File: src/rtl/cacheline_mem_adapter_pkg.sv
// Shared types and constants for the cacheline <-> burst-memory adapter.
// The constants describe the 256-bit line / 4 x 64-bit beat geometry.
package cacheline_adapter_types;

    localparam int CLA_OFFSET_BITS = 5;  // byte offset within a 32-byte line
    localparam int CLA_BEAT_IDX_W  = 2;  // log2(beats per line)

    typedef enum logic [2:0] {
        IDLE,
        RD_REQ,
        RD_WAIT,
        RD_RESP,
        WR_BURST
    } cla_state_t;

endpackage

File: src/rtl/cacheline_mem_adapter_line_beat_buffer.sv
// Line-wide register addressable per beat: beats are deserialized in on reads
// and serialized out on writes, so both directions share one storage array.
module line_beat_buffer #(
    parameter int LINE_W    = 256,
    parameter int BEAT_W    = 64,
    parameter int BURST_LEN = 4,
    parameter int IDX_W     = 2
) (
    input  logic              clk,
    input  logic              rst,
    input  logic              load,
    input  logic [LINE_W-1:0] line_in,
    input  logic              beat_we,
    input  logic [IDX_W-1:0]  beat_idx,
    input  logic [BEAT_W-1:0] beat_in,
    output logic [LINE_W-1:0] line_out,
    output logic [BEAT_W-1:0] beat_out
);

    logic [BURST_LEN-1:0][BEAT_W-1:0] beats_q;

    for (genvar b = 0; b < BURST_LEN; b++) begin : g_beat
        always_ff @(posedge clk) begin
            if (rst)
                beats_q[b] <= '0;
            else if (load)
                beats_q[b] <= line_in[b*BEAT_W +: BEAT_W];
            else if (beat_we && beat_idx == IDX_W'(b))
                beats_q[b] <= beat_in;
        end
    end

    assign line_out = beats_q;
    assign beat_out = beats_q[beat_idx];

endmodule

File: src/rtl/cacheline_mem_adapter.sv
// Cache-side line responder that turns each 256-bit line access into a
// 4-beat burst on the memory port. Optional counters: CACHELINE_ADAPTER_PERF_EN.
module cacheline_mem_adapter
    import cacheline_adapter_types::*;
#(
    parameter int ADDR_W    = 32,
    parameter int LINE_W    = 256,
    parameter int BEAT_W    = 64,
    parameter int BURST_LEN = 4
) (
    input  logic              clk,
    input  logic              rst,
    input  logic [ADDR_W-1:0] ufp_addr,
    input  logic              ufp_read,
    input  logic              ufp_write,
    input  logic [LINE_W-1:0] ufp_wdata,
    output logic              ufp_ready,
    output logic [ADDR_W-1:0] ufp_raddr,
    output logic [LINE_W-1:0] ufp_rdata,
    output logic              ufp_rvalid,
    output logic [ADDR_W-1:0] bmem_addr,
    output logic              bmem_read,
    output logic              bmem_write,
    output logic [BEAT_W-1:0] bmem_wdata,
    input  logic              bmem_ready,
    input  logic [ADDR_W-1:0] bmem_raddr,
    input  logic [BEAT_W-1:0] bmem_rdata,
    input  logic              bmem_rvalid
`ifdef CACHELINE_ADAPTER_PERF_EN
    ,
    output logic [31:0]       perf_rd_lines,
    output logic [31:0]       perf_wr_lines,
    output logic [31:0]       perf_stall_cycles
`endif
);

    // Line geometry is tied to the package constants (LINE_W/BURST_LEN defaults).
    localparam int OFF_W = CLA_OFFSET_BITS;
    localparam int IDX_W = CLA_BEAT_IDX_W;
    localparam logic [IDX_W-1:0] LAST_BEAT = IDX_W'(BURST_LEN - 1);

    cla_state_t        state_q, state_d;
    logic [IDX_W-1:0]  cnt_q;
    logic [ADDR_W-1:0] addr_q;
    logic              cnt_inc, cnt_clr, beat_we, load, accept;
    logic [LINE_W-1:0] line_out;
    logic [BEAT_W-1:0] beat_out;
    logic              unused_addr_bits;

    assign unused_addr_bits = ^ufp_addr[OFF_W-1:0];

    always_ff @(posedge clk) begin
        if (rst) state_q <= IDLE;
        else     state_q <= state_d;
    end

    always_ff @(posedge clk) begin
        if (rst) begin
            cnt_q  <= '0;
            addr_q <= '0;
        end else begin
            if (accept)
                addr_q <= {ufp_addr[ADDR_W-1:OFF_W], OFF_W'(0)};
            if (cnt_inc)
                cnt_q <= cnt_q + 1'b1;  // wraps to 0 after the last beat
            else if (cnt_clr)
                cnt_q <= '0;
        end
    end

    always_comb begin
        state_d    = state_q;
        accept     = 1'b0;
        cnt_inc    = 1'b0;
        cnt_clr    = 1'b0;
        beat_we    = 1'b0;
        load       = 1'b0;
        ufp_ready  = 1'b0;
        ufp_rvalid = 1'b0;
        bmem_read  = 1'b0;
        bmem_write = 1'b0;
        unique case (state_q)
            IDLE: begin
                ufp_ready = !rst;
                if (ufp_write) begin
                    accept  = 1'b1;
                    load    = 1'b1;
                    state_d = WR_BURST;
                end else if (ufp_read) begin
                    accept  = 1'b1;
                    state_d = RD_REQ;
                end
            end
            RD_REQ: begin
                bmem_read = 1'b1;
                if (bmem_ready) begin
                    cnt_clr = 1'b1;
                    state_d = RD_WAIT;
                end
            end
            RD_WAIT: begin
                // beats tagged for another line are dropped
                if (bmem_rvalid && bmem_raddr == addr_q) begin
                    beat_we = 1'b1;
                    cnt_inc = 1'b1;
                    if (cnt_q == LAST_BEAT) state_d = RD_RESP;
                end
            end
            RD_RESP: begin
                ufp_rvalid = 1'b1;
                state_d    = IDLE;
            end
            WR_BURST: begin
                bmem_write = 1'b1;
                if (bmem_ready) begin
                    cnt_inc = 1'b1;
                    if (cnt_q == LAST_BEAT) state_d = IDLE;
                end
            end
            default: state_d = IDLE;
        endcase
    end

    line_beat_buffer #(
        .LINE_W    (LINE_W),
        .BEAT_W    (BEAT_W),
        .BURST_LEN (BURST_LEN),
        .IDX_W     (IDX_W)
    ) u_buf (
        .clk      (clk),
        .rst      (rst),
        .load     (load),
        .line_in  (ufp_wdata),
        .beat_we  (beat_we),
        .beat_idx (cnt_q),
        .beat_in  (bmem_rdata),
        .line_out (line_out),
        .beat_out (beat_out)
    );

    assign ufp_raddr  = addr_q;
    assign ufp_rdata  = line_out;
    assign bmem_addr  = addr_q;
    assign bmem_wdata = beat_out;

`ifdef CACHELINE_ADAPTER_PERF_EN
    always_ff @(posedge clk) begin
        if (rst) begin
            perf_rd_lines     <= '0;
            perf_wr_lines     <= '0;
            perf_stall_cycles <= '0;
        end else begin
            if (ufp_rvalid && perf_rd_lines != '1)
                perf_rd_lines <= perf_rd_lines + 1'b1;
            if (state_q == WR_BURST && bmem_ready && cnt_q == LAST_BEAT && perf_wr_lines != '1)
                perf_wr_lines <= perf_wr_lines + 1'b1;
            if ((bmem_read || bmem_write) && !bmem_ready && perf_stall_cycles != '1)
                perf_stall_cycles <= perf_stall_cycles + 1'b1;
        end
    end
`endif

    a_rw_exclusive: assert property (@(posedge clk) disable iff (rst)
        !(state_q == IDLE && ufp_read && ufp_write));

    a_mismatch_dropped: assert property (@(posedge clk) disable iff (rst)
        (state_q == RD_WAIT && bmem_rvalid && bmem_raddr != addr_q) |=> (cnt_q == $past(cnt_q)));

endmodule

File: config.mk
export PLATFORM = sky130hd
export DESIGN_NAME = cacheline_mem_adapter
export DESIGN_NICKNAME = d
export VERILOG_FILES = /design/src/rtl/cacheline_mem_adapter_pkg.sv /design/src/rtl/cacheline_mem_adapter_line_beat_buffer.sv /design/src/rtl/cacheline_mem_adapter.sv
export SDC_FILE = /design/constraint.sdc
export NUM_CORES = 1
export LEC_CHECK = 0
export ABC_CLOCK_PERIOD_IN_PS = 2900
export BUFFER_PORTS_ARGS = -buffer_cell sky130_fd_sc_hd__buf_2
export CORE_AREA = 8 8 299 301
export CTS_CLUSTER_SIZE = 25
export DETAILED_ROUTE_END_ITERATION = 7
export DIE_AREA = 0 0 307 309
export PLACE_DENSITY = 0.43
export SLEW_MARGIN = 20
export SYNTH_ARGS = -nofsm -noshare
export SYNTH_HDL_FRONTEND = slang
export SYNTH_SLANG_ARGS = --single-unit
File: constraint.sdc
create_clock -name clk -period 2.9 [get_ports clk]
set_input_delay 0.87 -clock clk [delete_from_list [all_inputs] [get_ports clk]]
set_output_delay 0.87 -clock clk [all_outputs]
set_load 0.01 [all_outputs]
==> results of run 1 <==
## Yosys cell counts, types with 2 or more instances
cell,instances,area [µm²]
a211oi_1,256,1920
a21oi_1,34,170
a31oi_1,256,1600
and3_1,2,12.5
buf_1,10,37.5
buf_2,6,30.0
buf_4,60,450
clkbuf_1,173,649
clkinv_1,3,11.3
dfxtp_1,288,5770
ha_1,4,50.1
inv_1,4,15.0
mux4_2,64,1440
nand2_1,120,450
nand3_1,3,15.0
nand4_1,6,37.5
nor2_1,261,980
nor3_1,6,30.0
nor3b_1,3,22.5
nor4_1,3,18.8
o21ai_0,195,976
xnor2_1,24,210
xor2_1,2,17.5
## logic make-up (layout without fill, tap and decap cells)
family	Yosys count	count (layout)	share of synthesized area (%)
muxes	64	64	9.60
DFF	288	288	38.4
other	1	23	0.0250
xor gates and xnor gates	26	26	1.52
AOI/OAI and AO/OA	745	745	31.3
buffers and inverters	257	941	8.03
adders and majority gates	4	4	0.334
and+or+nand+nor	410	410	10.8
## final timing paths
| check | from | endpoint | slack [ps] | depth (start not counted) |
|---|---|---|---|---|
| min reg2reg | u_buf.line_out[218] | u_buf.line_out[218] | 480 | 2 |
| max | cnt_q[0] | bmem_wdata[52] | 10 | 4 |
| min | u_buf.line_out[218] | u_buf.line_out[218] | 480 | 2 |
| max reg2reg | bmem_addr[12] | u_buf.line_out[42] | 560 | 9 |
## flip-flops by register name, summed over array words and instances (netlist names)
signal          cells
u_buf.line_out    256
state_q             3
bmem_addr          27
cnt_q               2
## layout by cell type, fill, tap and decap left out, types with 33 or more instances in the layout
cell type	count
buf_4	67
o21ai_0	195
clkbuf_16	41
a21oi_1	34
mux4_2	64
a31oi_1	256
a211oi_1	256
nand2_1	119
dfxtp_1	286
nor2_1	261
buf_6	33
buf_2	734
## metrics by stage
step                      cell area [µm²]  hold slack (ps)
final                               21900              475
after global routing                21900              492
after CTS                           21800              475
after detailed placement            20300              464
after global placement              20300              463
after floorplan                     15000              490
## timing repair
action                     4_1_cts  5_1_grt
pin swaps                        0        0
setup endpoints to repair       55       48
hold buffers                     0        0
cloned                           2        0
resized for setup               29       13
setup buffers                    5        1
## power by group
group	internal (µW)	total, µW	switching [µW]
sequential	4580	5190	616
clock	2870	4810	1940
combinational	2010	4540	2530
total	9460	14500	5090
## area by class of cell
cell class              instances  area, µm²  share of cell area (%)
diodes                         13       32.5                   0.149
clock buffers                  62       1220                    5.59
clock inverters                 5       27.5                   0.126
inverters                       7       26.3                   0.120
multi-input cells            1259       8160                    37.2
flip-flops and latches        288       5770                    26.4
well taps                    1144       1430                    6.54
repair buffers                867       5230                    23.9
## routing by layer
metal | global-route usage (%) | wire (µm)
met5 | 0 | 10
met4 | 4.95 | 1860
met3 | 3.64 | 5490
met2 | 29.2 | 42500
met1 | 20.0 | 34700
## critical path, delay by kind of cell, from the launching register on
| family | cells | cell delay, ps |
|---|---|---|
| muxes | 1 | 550 |
| DFF | 1 | 390 |
| buffers and inverters | 3 | 480 |
==> impl_metrics.tcl, run 1 <==
set metrics [dict create \
    drt_iter0_markers 1189 \
    clkTransAtPathRegs_ps 60 \
    fin_util_pct 25.9 \
    antenna_found_initial 16 \
    drc 0 \
    clock_sinks 288 \
    drive_above_1_share_pct 40.4 \
    startpoint_type "register" \
    clk_path_buf_depth 3 \
    portBuffers 762 \
    cts_made_buffers 38 \
    rows 107 \
    grt_setup_unrepaired "true" \
    first_pass_iters 5 \
    power.total_uw 14500 \
    clock_latency_ps 550 \
    viasPerCell 4.77 \
    tns_ps 0 \
    ys_ff_latch 288 \
    ys_types 35 \
    ys_warn_count 0 \
    overflow 0 \
    core_area_um2 84600 \
    synthToLayoutAreaGrowth_pct 45.9 \
    grt_max_degree 140 \
    period_share_pct 99.5 \
    status "complete, no violations" \
    worst_pin_slew_ps 1080 \
    syn_area_um2 15000 \
    crit_required_ps 2030 \
    slew_headroom_pct 28.0 \
    peakVddDrop_v 0.000322 \
    fmax_ghz 0.346 \
    arrival_ps 2020 \
    dp.cells 3558 \
    grt_pass1_vias 18141 \
    p_leak_uw 0.00915 \
    synthCells 1795 \
    skew_ps 16.7 \
    n_fill_cell 9330 \
    cts_max_level 2 \
    worstSetupPathType "register to output pin" \
    hold_viol 0 \
    chipWidth_um 307 \
    detail-route-antenna-nets 0 \
    dp_hpwl_mm 60.6 \
    syn_avg_cell_area_um2 8.36 \
    cts_tree "done" \
    setup_ws_ps 13.4 \
    hold_path_class "register to register" \
    max_stage_delay_ps 550 \
    grtUsageTotal_pct 16.5 \
    die_h_um 309 \
    synth-seq-area-share_pct 38.4 \
    dpl_worst_slack_ps -228 \
    crit_fanout 8 \
    end_kind "output pin" \
    clockRootBuffer "clkbuf_16" \
    crit_slowest_cell "mux4_2" \
    gp_congestion 0.807 \
    nets 2855 \
    final_cells 3645 \
    async_reset_ff_share_pct 0 \
    p_per_area_nw_per_um2 664 \
    synth_flop_cell "dfxtp_1" \
    avgRoutedWirePerCell_um 23.2 \
    io_pins 778 \
    path_cells "buf_12 > buf_16 > mux4_2 > buf_6" \
    maxCapViolations 0 \
    finalMaxSlewViolations 0 \
    via_count 17398 \
    dieArea_um2 94900 \
    wirelength_mm 84.6 \
    finalCriticalPeriod_ps 2890 \
    start_util_pct 17.7 \
    grt_pass1_wl_mm 122 \
    synth_edf_count 0 \
    setup_viol 0 \
]
Note: power is estimated with default switching activity, not from simulation.
==> inputs of run 2 (changes only) <==
--- a/config.mk
+++ b/config.mk
@@ -6,12 +6,12 @@
 export NUM_CORES = 1
 export LEC_CHECK = 0
 export ABC_CLOCK_PERIOD_IN_PS = 2900
-export BUFFER_PORTS_ARGS = -buffer_cell sky130_fd_sc_hd__buf_2
 export CORE_AREA = 8 8 299 301
 export CTS_CLUSTER_SIZE = 25
 export DETAILED_ROUTE_END_ITERATION = 7
 export DIE_AREA = 0 0 307 309
-export PLACE_DENSITY = 0.43
+export DONT_BUFFER_PORTS = 1
+export PLACE_DENSITY = 0.36
 export SLEW_MARGIN = 20
 export SYNTH_ARGS = -nofsm -noshare
 export SYNTH_HDL_FRONTEND = slang
==> run 2 against run 1 <==
  * Critical path depth down 2
  * Die area unchanged
  * Largest power group unchanged
  * Utilization down 4.8 points
  * Power down 9.1%
  * Critical endpoint is now ufp_ready
  * Worst hold slack worse by 71 ps
==> impl_metrics.tcl, run 2 (synthesis results as in run 1) <==
set metrics [dict create \
    end_kind "output pin" \
    cts_max_level 2 \
    p_per_area_nw_per_um2 742 \
    first_pass_iters 7 \
    clk_path_buf_depth 3 \
    largest_reg_flops 256 \
    arrival_ps 1960 \
    hold_viol 0 \
    critPathBufInv 1 \
    crit_fanout 289 \
    synthToLayoutAreaGrowth_pct 18.7 \
    nets 2094 \
    maxCapViolations 0 \
    dp_hpwl_mm 56.5 \
    skew_ps 19.4 \
    path_cells "nor4_1 > buf_4" \
    clockRootBuffer "clkbuf_16" \
    grt_setup_unrepaired "false" \
    dp.cells 2802 \
    start_util_pct 17.7 \
    startpoint_type "input pin" \
    crit_slowest_cell "nor4_1" \
    hold_path_class "input pin to register" \
    finalMaxSlewViolations 0 \
    setup_viol 0 \
    dieArea_um2 94900 \
    die_h_um 309 \
    detail-route-antenna-nets 0 \
    p_leak_uw 0.00569 \
    fin_util_pct 21.0 \
    final_cells 2868 \
    period_share_pct 97.5 \
    io_pins 778 \
    drive_above_1_share_pct 13.9 \
    cts_tree "done" \
    core_area_um2 84600 \
    clkTransAtPathRegs_ps 60 \
    peakVddDrop_v 0.000417 \
    slew_headroom_pct 40.4 \
    clock_sinks 288 \
    worst_pin_slew_ps 894 \
    clock_latency_ps 540 \
    drc 0 \
    cts_made_buffers 38 \
    rows 107 \
    final_cell_mix "286 x dfxtp_1, 261 x nor2_1, 256 x a31oi_1, 256 x a211oi_1, 195 x o21ai_0" \
    cp_top_family "simple AND/OR/NAND/NOR gates" \
    final_common_cell "dfxtp_1" \
    grt_max_degree 290 \
    via_count 14992 \
    worstSetupPathType "input pin to output pin" \
    finalCriticalPeriod_ps 2830 \
    grtUsageTotal_pct 15.7 \
    fmax_ghz 0.354 \
    wirelength_mm 80.6 \
    grt_pass1_wl_mm 114 \
    avgRoutedWirePerCell_um 28.1 \
    chipWidth_um 307 \
    crit_required_ps 2030 \
    drt_iter0_markers 1289 \
    n_fill_cell 9438 \
    antenna_found_initial 2 \
    portBuffers 0 \
    grt_pass1_vias 15319 \
    status "complete, no violations" \
    viasPerCell 5.23 \
    gp_congestion 0.819 \
    max_stage_delay_ps 490 \
    overflow 0 \
]
[run 2: metal layers]
| layer | GRT usage, % | share of wire, % |
|---|---|---|
| met5 | 0 | 0 |
| met1 | 17.4 | 36 |
| met4 | 4.78 | 2.8 |
| met3 | 4.85 | 9.8 |
| met2 | 28.7 | 51 |
[run 2: area by class of cell]
cell class                      count  area [µm²]  share of cell area [%]
Inverter                            7        26.3                   0.148
Tap cell                         1144        1430                    8.04
Multi-Input combinational cell   1259        8160                    45.8
Timing Repair Buffer              106        1230                    6.90
Antenna cell                        1        2.50                  0.0141
Sequential cell                   288        5770                    32.4
Clock buffer                       57        1120                    6.31
Clock inverter                      6        58.8                   0.330
[run 2: where the power goes]
part           total [µW]  switching, µW  internal [µW]
sequential           5630           1050           4570
clock                4660           1920           2740
combinational        2930           1710           1220
total               13200           4680           8540
[run 2: metrics by stage]
step	setup slack (ps)	hold slack, ps	total power (µW)	cell area, µm²	setup TNS [ps]
floorplan	252	490	7520	15000	0
global placement	-453	516	8640	16600	-96850
detailed placement	-461	521	8680	16600	-97630
CTS	3.88	379	13400	17800	0
global route	27.1	377	13900	17800	0
finish	72.1	404	13200	17800	0
[run 2: final timing paths]
check | start | endpoint | slack (ps) | depth (start not counted)
max | rst | ufp_ready | 70 | 2
min | rst | u_buf.line_out[243] | 400 | 1
max reg2reg | bmem_addr[24] | u_buf.line_out[254] | 280 | 9
min reg2reg | u_buf.line_out[199] | u_buf.line_out[199] | 530 | 2
[run 2: repair_timing]
action,in CTS,in global routing
gates cloned,0,1
buffers inserted,1,0
setup endpoints to repair,262,1
hold buffers,0,0
gates resized for setup,3,0
